File: src/rtl/ctrl_pipe_pkg.sv
// Shared definitions for the ctrl_pipe control pipeline: bus widths, control bit
// positions inside each bus, and the EX operand forwarding encodings.
package ctrl_pipe_pkg;

    localparam int unsigned EXEC_W = 6;
    localparam int unsigned MEM_W  = 3;
    localparam int unsigned WB_W   = 2;
    localparam int unsigned REG_W  = 5;

    localparam int unsigned ALU_SRC_BIT    = 4;
    localparam int unsigned REG_DST_BIT    = 5;
    localparam int unsigned MEM_WRITE_BIT  = 0;
    localparam int unsigned MEM_READ_BIT   = 1;
    localparam int unsigned BRANCH_BIT     = 2;
    localparam int unsigned MEM_TO_REG_BIT = 0;
    localparam int unsigned REG_WRITE_BIT  = 1;

    typedef enum logic [1:0] {
        FWD_RF  = 2'b00,
        FWD_MEM = 2'b01,
        FWD_WB  = 2'b10
    } fwd_e;

    // A producer only counts when it is live, writes a register, and that register is not r0.
    function automatic logic raw_match(input logic v, input logic rw,
                                       input logic [REG_W-1:0] dst,
                                       input logic [REG_W-1:0] src);
        return v && rw && (dst != '0) && (dst == src);
    endfunction

endpackage

File: src/rtl/ctrl_stage_reg.sv
// One pipeline stage register: valid bit plus payload, with load, bubble and hold.
// Priority inside the stage: rst > hold > bubble > load.
module ctrl_stage_reg #(
    parameter int unsigned W = 1
) (
    input  logic         clk,
    input  logic         rst,
    input  logic         hold,
    input  logic         bubble,
    input  logic         d_valid,
    input  logic [W-1:0] d,
    output logic         q_valid,
    output logic [W-1:0] q
);

    always_ff @(posedge clk) begin
        if (rst) begin
            q_valid <= 1'b0;
            q       <= '0;
        end else if (!hold) begin
            if (bubble) begin
                q_valid <= 1'b0;
                q       <= '0;
            end else begin
                q_valid <= d_valid;
                q       <= d;
            end
        end
    end

endmodule

File: src/rtl/ctrl_pipe.sv
// EX/MEM/WB control pipeline with load-use hazard detection and operand forwarding.
// Build option: define CTRL_PIPE_FWD_EN to enable forwarding (otherwise stall on any RAW).
module ctrl_pipe
    import ctrl_pipe_pkg::*;
#(
    parameter int unsigned EXEC_BUS_WIDTH = EXEC_W,
    parameter int unsigned MEM_BUS_WIDTH  = MEM_W,
    parameter int unsigned WB_BUS_WIDTH   = WB_W
) (
    input  logic                      clk,
    input  logic                      rst,
    input  logic                      id_valid,
    input  logic [EXEC_BUS_WIDTH-1:0] id_execute_bus,
    input  logic [MEM_BUS_WIDTH-1:0]  id_memory_bus,
    input  logic [WB_BUS_WIDTH-1:0]   id_wb_bus,
    input  logic [REG_W-1:0]          id_rs,
    input  logic [REG_W-1:0]          id_rt,
    input  logic [REG_W-1:0]          id_rd,
    input  logic                      flush,
    input  logic                      freeze,
    output logic [EXEC_BUS_WIDTH-1:0] ex_execute_bus,
    output logic [MEM_BUS_WIDTH-1:0]  ex_memory_bus,
    output logic [WB_BUS_WIDTH-1:0]   ex_wb_bus,
    output logic [MEM_BUS_WIDTH-1:0]  mem_memory_bus,
    output logic [WB_BUS_WIDTH-1:0]   mem_wb_bus,
    output logic [WB_BUS_WIDTH-1:0]   wb_wb_bus,
    output logic [REG_W-1:0]          ex_dst,
    output logic [REG_W-1:0]          mem_dst,
    output logic [REG_W-1:0]          wb_dst,
    output logic                      hazard_stall,
    output logic [1:0]                fwd_a,
    output logic [1:0]                fwd_b
);

`ifdef CTRL_PIPE_FWD_EN
    localparam int unsigned EX_REGS = 3;
`else
    localparam int unsigned EX_REGS = 1;
`endif
    localparam int unsigned EX_PW  = EXEC_BUS_WIDTH + MEM_BUS_WIDTH + WB_BUS_WIDTH + EX_REGS * REG_W;
    localparam int unsigned MEM_PW = MEM_BUS_WIDTH + WB_BUS_WIDTH + REG_W;
    localparam int unsigned WB_PW  = WB_BUS_WIDTH + REG_W;

    logic                      ex_v, mem_v, wb_v;
    logic [EXEC_BUS_WIDTH-1:0] ex_exec;
    logic [MEM_BUS_WIDTH-1:0]  ex_mem, mem_mem;
    logic [WB_BUS_WIDTH-1:0]   ex_wb, mem_wb, wb_wb;
    logic [REG_W-1:0]          id_dst, ex_dst_r, mem_dst_r, wb_dst_r;
    logic [EX_PW-1:0]          ex_d, ex_q;
    logic [MEM_PW-1:0]         mem_q;
    logic [WB_PW-1:0]          wb_q;
    logic                      raw_hazard;

    assign id_dst = id_execute_bus[REG_DST_BIT] ? id_rt : id_rd;

    // rs/rt only feed the forwarding compare, so EX carries them only when forwarding exists.
`ifdef CTRL_PIPE_FWD_EN
    logic [REG_W-1:0] ex_rs, ex_rt;
    fwd_e             fa, fb;

    assign ex_d = {id_execute_bus, id_memory_bus, id_wb_bus, id_dst, id_rs, id_rt};
    assign {ex_exec, ex_mem, ex_wb, ex_dst_r, ex_rs, ex_rt} = ex_q;

    assign raw_hazard = id_valid && ex_mem[MEM_READ_BIT] &&
        (raw_match(ex_v, ex_wb[REG_WRITE_BIT], ex_dst_r, id_rs) ||
         raw_match(ex_v, ex_wb[REG_WRITE_BIT], ex_dst_r, id_rt));

    always_comb begin
        fa = FWD_RF;
        fb = FWD_RF;
        if (raw_match(mem_v, mem_wb[REG_WRITE_BIT], mem_dst_r, ex_rs))
            fa = FWD_MEM;
        else if (raw_match(wb_v, wb_wb[REG_WRITE_BIT], wb_dst_r, ex_rs))
            fa = FWD_WB;
        if (raw_match(mem_v, mem_wb[REG_WRITE_BIT], mem_dst_r, ex_rt))
            fb = FWD_MEM;
        else if (raw_match(wb_v, wb_wb[REG_WRITE_BIT], wb_dst_r, ex_rt))
            fb = FWD_WB;
    end

    assign fwd_a = fa;
    assign fwd_b = fb;
`else
    assign ex_d = {id_execute_bus, id_memory_bus, id_wb_bus, id_dst};
    assign {ex_exec, ex_mem, ex_wb, ex_dst_r} = ex_q;

    assign raw_hazard = id_valid &&
        (raw_match(ex_v,  ex_wb[REG_WRITE_BIT],  ex_dst_r,  id_rs) ||
         raw_match(ex_v,  ex_wb[REG_WRITE_BIT],  ex_dst_r,  id_rt) ||
         raw_match(mem_v, mem_wb[REG_WRITE_BIT], mem_dst_r, id_rs) ||
         raw_match(mem_v, mem_wb[REG_WRITE_BIT], mem_dst_r, id_rt));

    assign fwd_a = FWD_RF;
    assign fwd_b = FWD_RF;
`endif

    assign hazard_stall = raw_hazard && !flush;

    ctrl_stage_reg #(.W(EX_PW)) u_ex (
        .clk(clk), .rst(rst), .hold(freeze), .bubble(flush || raw_hazard),
        .d_valid(id_valid), .d(ex_d), .q_valid(ex_v), .q(ex_q)
    );

    ctrl_stage_reg #(.W(MEM_PW)) u_mem (
        .clk(clk), .rst(rst), .hold(freeze), .bubble(1'b0),
        .d_valid(ex_v), .d({ex_mem, ex_wb, ex_dst_r}), .q_valid(mem_v), .q(mem_q)
    );

    ctrl_stage_reg #(.W(WB_PW)) u_wb (
        .clk(clk), .rst(rst), .hold(freeze), .bubble(1'b0),
        .d_valid(mem_v), .d({mem_wb, mem_dst_r}), .q_valid(wb_v), .q(wb_q)
    );

    assign {mem_mem, mem_wb, mem_dst_r} = mem_q;
    assign {wb_wb, wb_dst_r}            = wb_q;

    assign ex_execute_bus = ex_v  ? ex_exec   : '0;
    assign ex_memory_bus  = ex_v  ? ex_mem    : '0;
    assign ex_wb_bus      = ex_v  ? ex_wb     : '0;
    assign ex_dst         = ex_v  ? ex_dst_r  : '0;
    assign mem_memory_bus = mem_v ? mem_mem   : '0;
    assign mem_wb_bus     = mem_v ? mem_wb    : '0;
    assign mem_dst        = mem_v ? mem_dst_r : '0;
    assign wb_wb_bus      = wb_v  ? wb_wb     : '0;
    assign wb_dst         = wb_v  ? wb_dst_r  : '0;

endmodule

File: config.mk
export PLATFORM = sky130hd
export DESIGN_NAME = ctrl_pipe
export DESIGN_NICKNAME = d
export VERILOG_FILES = /design/src/rtl/ctrl_pipe_pkg.sv /design/src/rtl/ctrl_stage_reg.sv /design/src/rtl/ctrl_pipe.sv
export SDC_FILE = /design/constraint.sdc
export NUM_CORES = 1
export LEC_CHECK = 0
export ABC_AREA = 1
export BUFFER_PORTS_ARGS = -buffer_cell sky130_fd_sc_hd__buf_2
export CORE_MARGIN = 2
export CORE_UTILIZATION = 30
export CTS_CLUSTER_DIAMETER = 50
export DETAILED_ROUTE_END_ITERATION = 8
export PLACE_DENSITY_LB_ADDON = 0.08
export SLEW_MARGIN = 20
export SYNTH_ARGS = -nofsm -noshare
export SYNTH_HDL_FRONTEND = slang
export SYNTH_SLANG_ARGS = --single-unit
export TNS_END_PERCENT = 5
File: constraint.sdc
create_clock -name clk -period 2.6 [get_ports clk]
set_clock_uncertainty 0.2 [all_clocks]
set_input_delay 0.26 -clock clk [delete_from_list [all_inputs] [get_ports clk]]
set_output_delay 0.26 -clock clk [all_outputs]
set_load 0.05 [all_outputs]
==> run_results.csv, run 1 <==
group,metric,value,unit
outcome,outcome,"completed",
power_and_ir_drop,vdd_ir_drop_max,0.000175,V
place,dpl-instance-area,2560,um2
yosys,yosysUniqueCellTypes,24,
place,globalplace.congestion,0.897,
yosys,synth.most_common_cell,"nand2_1",
critical_path,critical-path-top-cell-by-count,"nand2_1",
critical_path,crit_path_max_fanout,18,
yosys,asyncSetResetFlopFracSynth,0,%
sta,fmax,0.421,GHz
cells_and_area,antenna-diode-count,0,
detailed_routing,drtAntennaViolNets,0,
flow_run,number_of_maximum_capacitance_violations,0,
clock_network,ctsRootBufferMaster,"clkbuf_8",
yosys,synth.cells.most_frequent,"nand2_1, inv_1, dfxtp_1, nor2_1, a21oi_1",
critical_path,timing.critical_path.arrival,1.92,ns
global_route,grt_most_used_layer,"met2",
critical_path,worstSetupEndpointType,"output port",
clock_network,cts_tree,"built",
worst_hold_path,hp-class,"input port to register",
yosys,synth_enable_flop_cells,0,
sta,max_slew.worst_pin.slew,0.830,ns
clock_network,htree_num_levels,2,
clock_network,clk_pin_slew_worst_paths,0.08,ns
yosys,mean_instance_size_in_the_synthesized_netlist,6.17,um2
power_and_ir_drop,p_per_area,458,nW/um2
sta,final.setup.tns,0,ns
clock_network,clockBufferDepth,2,
global_route,antenna_found_initial,0,
sta,finalWorstSetupSlack,0.225,ns
detailed_routing,final_routed_wirelength,6140,um
critical_path,timing.setup.critical_path_class,"register to output port",
critical_path,required,2.14,ns
sta,period_minus_slack,2.38,ns
die,row_count,31,
global_route,met3_usage,2.86,%
die,fp.dieArea,8000,um2
global_route,grt_pass1_vias,2061,
place,place.port_buffers,64,
yosys,synthDominantCellAreaShare,32.9,%
sta,slew_headroom,44.7,%
cells_and_area,filler_cell_count,838,
detailed_routing,detail_route.iter0.violations,87,
sta,rsz0062_at_grt,"no",
clock_network,cts.repair_timing.setup_buffer_count,0,
cells_and_area,layout.nets,443,
yosys,syn-instance-count,355,
clock_network,tritoncts_buffer_count,5,
clock_network,postCtsHoldBufs,0,
global_route,grt_start_max_net_pins,49,
global_route,grt_pass1_wl,9930,um
critical_path,cell_family_with_most_cp_delay,"simple AND/OR/NAND/NOR gates",
yosys,yosysWarningCount,0,
critical_path,cp_slowest_cell,"dfxtp_1",
yosys,synth.yosys.seq_area_share,32.9,%
die,coreArea,7180,um2
clock_network,sinks_on_clock_net,36,
critical_path,cp_buf_inv_count,2,
detailed_routing,routed_wire_length_per_instance,12.0,um
power_and_ir_drop,power.leakage,0.00154,uW
die,floorplan.die.height,89.5,um
yosys,synthTopCellsByArea,"dfxtp_1, nand2_1, inv_1",
global_route,grtUsageMet2,25.6,%
global_route,global_route_total_usage_across_every_layer,16.2,%
detailed_routing,drt_first_pass_iters,4,
yosys,synth.largest_area_cell,"dfxtp_1",
detailed_routing,drc_errors,0,
place,post-place-cells,504,
clock_network,cts_resized,0,
sta,finalHoldViolations,0,
cells_and_area,post-route-cell-area,2650,um2
detailed_routing,routed_via_density,4.39,
cells_and_area,finish.cell_count_without_fillers,512,
sta,final_setup_violation_count,0,
critical_path,crit_chain,"inv_1 -> nand2_1 -> nand2_1 -> nor2_1 -> nand3_1 -> nand2_1 -> nand2_1 -> nand2_2 -> nand2_4 -> nor2_1 -> buf_2",
die,ioPinCount,69,
global_route,grt.met1_usage,22.4,%
place,preCtsSetupSlack,0.538,ns
place,dp_hpwl,4340,um
cells_and_area,post_route_cells_drive_above_1_share,23.2,%
cells_and_area,multi_input_comb_area,1100,um2
sta,slew_limit_fails,0,
die,starting_density_of_the_core,30.5,%
critical_path,worst_path_largest_cell_delay,0.39,ns
cells_and_area,syn_to_final_growth,21.0,%
critical_path,critPathLaunchType,"register",
yosys,ys_seq_elements,36,
yosys,dominantRegCellSynth,"dfxtp_1",
clock_network,clock_insertion_delay_worst_skew,0.29,ns
yosys,synth.cell_area,2190,um2
cells_and_area,total_area_of_sequential_cells,721,um2
sta,min_period_over_period,91.4,%
detailed_routing,total_number_of_vias,2247,
die,dieWidth,89.5,um
global_route,globalRoute.totalOverflow,0,
through the flow:
| step | hold WS, ns | utilization, % | power (uW) |
|---|---|---|---|
| after floorplan | 0.245 | - | 745 |
| after global placement | 0.257 | 35.7 | 807 |
| after detailed placement | 0.258 | 35.7 | 806 |
| after CTS | 0.0867 | 36.9 | 1230 |
| after global routing | 0.115 | 36.9 | 1270 |
| final | 0.0939 | 36.9 | 1210 |
kinds of logic after synthesis:
family / count (synthesis) / synth area share (%)
xor+xnor: 5 / 2.00
flops: 36 / 32.9
compound gates: 47 / 13.4
simple gates: 176 / 34.0
buf+inv: 90 / 17.5
other cells: 1 / 0.171
sequential cells by signal, indices dropped and copies added, names as in the netlist:
name           cells
u_ex.q            16
u_ex.q_valid       1
u_mem.q           10
u_mem.q_valid      1
u_wb.q             7
u_wb.q_valid       1
cells in the final DEF (no fill, tap or decap), drive strengths merged:
| master | n |
|---|---|
| nand2 | 119 |
| dfxtp | 36 |
| nand4 | 1 |
| xor2 | 1 |
| inv | 66 |
| buf | 70 |
| clkbuf | 8 |
| conb | 4 |
| nor2 | 34 |
| nand3 | 22 |
| o21ai | 7 |
| a211oi | 10 |
| clkinv | 1 |
| a21oi | 30 |
| xnor2 | 4 |
worst reg2reg max path, delay by kind of cell (launching register included):
| family | cells | cell delay (ns) |
|---|---|---|
| compound gates | 2 | 0.32 |
| buf+inv | 2 | 0.25 |
| flops | 1 | 0.34 |
| simple gates | 5 | 0.63 |
cell type report:
| class | count | area share [%] |
|---|---|---|
| Multi-Input combinational cell | 232 | 41.5 |
| Sequential cell | 36 | 27.2 |
| Timing Repair Buffer | 70 | 13.8 |
| Inverter | 67 | 9.49 |
| Tap cell | 99 | 4.67 |
| Clock buffer | 8 | 3.40 |
routing by layer:
layer | part of all wire (%) | up-vias
met1 | 50 | 1001
met5 | 0 | -
met3 | 5.8 | 7
met4 | 1.2 | 0
li1 | - | 1171
met2 | 43 | 68
report_power, final:
group	switching (uW)	total [uW]	internal, uW
Combinational	131	199	68.0
Sequential	19.0	592	573
Clock	205	422	217
Total	356	1210	858
path summary, 6_finish.rpt:
kind                     start           end  slack (ns)  cells past startpoint
min          id_execute_bus[4]    u_ex.q[14]        0.09                      5
min reg2reg         u_mem.q[8]    u_mem.q[8]        0.27                      2
max reg2reg         u_mem.q[1]     u_ex.q[5]        0.80                      9
max                 u_mem.q[0]  hazard_stall        0.22                     11
Power figures use the tool's default switching activity.
==> run 2, diff against run 1 <==
--- a/config.mk
+++ b/config.mk
@@ -7,7 +7,6 @@
 export LEC_CHECK = 0
 export ABC_AREA = 1
 export BUFFER_PORTS_ARGS = -buffer_cell sky130_fd_sc_hd__buf_2
-export CORE_MARGIN = 2
 export CORE_UTILIZATION = 30
 export CTS_CLUSTER_DIAMETER = 50
 export DETAILED_ROUTE_END_ITERATION = 8
==> run_results.csv, run 2 (synthesis gave the netlist of run 1 again) <==
group,metric,value,unit
die,dieWidth,87.5,um
cells_and_area,total_area_of_sequential_cells,721,um2
place,globalplace.congestion,0.901,
die,fp.dieArea,7650,um2
cells_and_area,syn_to_final_growth,20.8,%
sta,slew_headroom,45.5,%
cells_and_area,largest-register,"u_ex.q",
global_route,globalRoute.totalOverflow,0,
sta,fmax,0.419,GHz
critical_path,crit_path_max_fanout,18,
critical_path,critPathLaunchType,"register",
cells_and_area,filler_cell_count,820,
cells_and_area,antenna-diode-count,0,
critical_path,rrSetupSlack,0.80,ns
die,row_count,30,
cells_and_area,multi_input_comb_area,1100,um2
clock_network,cts_tree,"built",
critical_path,r2r-start,"u_ex.q[1]",
power_and_ir_drop,p_per_area,453,nW/um2
global_route,grt_pass1_wl,9870,um
cells_and_area,post_route_cells_drive_above_1_share,23.2,%
clock_network,postCtsHoldBufs,0,
clock_network,sinks_on_clock_net,36,
global_route,grt_pass1_vias,2082,
worst_hold_path,hp-class,"input port to register",
global_route,global_route_total_usage_across_every_layer,16.5,%
detailed_routing,routed_via_density,4.31,
cells_and_area,mostFrequentLayoutCells,"nand2_1, inv_1, buf_2, dfxtp_1, nor2_1",
clock_network,ctsRootBufferMaster,"clkbuf_8",
critical_path,crit_start,"u_ex.q[1]",
sta,min_period_over_period,91.8,%
die,ioPinCount,69,
sta,max_slew.worst_pin.slew,0.817,ns
critical_path,r2r_end,"u_ex.q[5]",
outcome,outcome,"completed",
critical_path,r2r_cells,11,
sta,final_setup_violation_count,0,
detailed_routing,detail_route.iter0.violations,129,
cells_and_area,most_common_cell_after_layout_fill_and_taps_aside,"nand2_1",
place,place.port_buffers,64,
clock_network,clockBufferDepth,2,
detailed_routing,routed_wire_length_per_instance,11.4,um
power_and_ir_drop,vdd_ir_drop_max,0.000225,V
clock_network,htree_num_levels,2,
cells_and_area,reg.largest.list,"u_ex.q (16), u_mem.q (10), u_wb.q (7)",
sta,finalHoldViolations,0,
power_and_ir_drop,total_power,1200,uW
clock_network,tritoncts_buffer_count,5,
critical_path,timing.critical_path.arrival,1.93,ns
sta,period_minus_slack,2.39,ns
clock_network,cts.repair_timing.setup_buffer_count,0,
critical_path,required,2.14,ns
worst_hold_path,whs_path_depth,5,
place,dp_hpwl,4170,um
flow_run,number_of_maximum_capacitance_violations,0,
detailed_routing,final_routed_wirelength,5820,um
detailed_routing,drt_first_pass_iters,4,
detailed_routing,total_number_of_vias,2194,
sta,rsz0062_at_grt,"no",
clock_network,clk_pin_slew_worst_paths,0.07,ns
critical_path,worstSetupEndpointType,"output port",
detailed_routing,drc_errors,0,
die,floorplan.die.height,87.5,um
global_route,antenna_found_initial,0,
global_route,grt_start_max_net_pins,49,
cells_and_area,layout.nets,443,
detailed_routing,drtAntennaViolNets,0,
sta,slew_limit_fails,0,
sta,final.setup.tns,0,ns
cells_and_area,post-route-cell-area,2650,um2
cells_and_area,largest_register_ff_count,16,
power_and_ir_drop,power.leakage,0.00154,uW
cells_and_area,final_core_util,38.3,%
clock_network,cts_resized,0,
die,coreArea,6910,um2
critical_path,crit_path_end,"hazard_stall",
die,starting_density_of_the_core,31.7,%
place,dpl-instance-area,2560,um2
clock_network,clock_insertion_delay_worst_skew,0.28,ns
critical_path,timing.setup.critical_path_class,"register to output port",
[run 2: worst min path at each step]
stage	slack, ns	end	startpoint
4_1_cts	0.09	u_ex.q[12]	id_execute_bus[2]
2_1_floorplan	0.25	u_ex.q[15]	u_ex.q[15]
5_1_grt	0.10	u_ex.q[13]	id_execute_bus[3]
3_3_place_gp	0.25	u_mem.q[9]	u_mem.q[9]
6_report	0.1	u_ex.q[13]	id_execute_bus[3]
3_5_place_dp	0.26	u_wb.q[6]	u_wb.q[6]
[run 2: layout make-up]
type	count	share of cell area [%]
repair buffers	70	13.8
inverters	67	9.50
multi-input cells	232	41.5
well taps	96	4.54
flip-flops and latches	36	27.2
clock buffers	8	3.40
[run 2: where the power goes]
group / total, uW / internal (uW) / switching (uW)
Combinational: 197 / 68.1 / 129
Sequential: 593 / 574 / 19.0
Clock: 409 / 216 / 193
[run 2: worst max-delay path, stage by stage (launching register included)]
cell and delay [ns]:
dfxtp_1 0.49, inv_1 0.10, nand2_1 0.07, nand2_1 0.05
nor2_1 0.09, nand3_1 0.07, nand2_1 0.07, nand2_1 0.06
nand2_2 0.07, nand2_4 0.16, nor2_1 0.13, buf_2 0.27
[run 2: metal layers]
metal	part of all wire (%)	vias up	wire length, um	global-route usage, %
li1	-	1178	-	-
met1	52	953	3010	22.2
met2	43	59	2520	27.0
met3	4.4	4	259	3.03
met4	0.69	0	40	4.02
met5	0	-	0	0
[run 2: through the flow]
step / instances / setup slack [ns] / hold WS [ns]
CTS: 509 / 0.199 / 0.0896
global route: 509 / 0.0106 / 0.105
floorplan: 358 / 0.148 / 0.245
detailed placement: 501 / 0.527 / 0.260
finish: 509 / 0.213 / 0.0981
global placement: 501 / 0.522 / 0.254
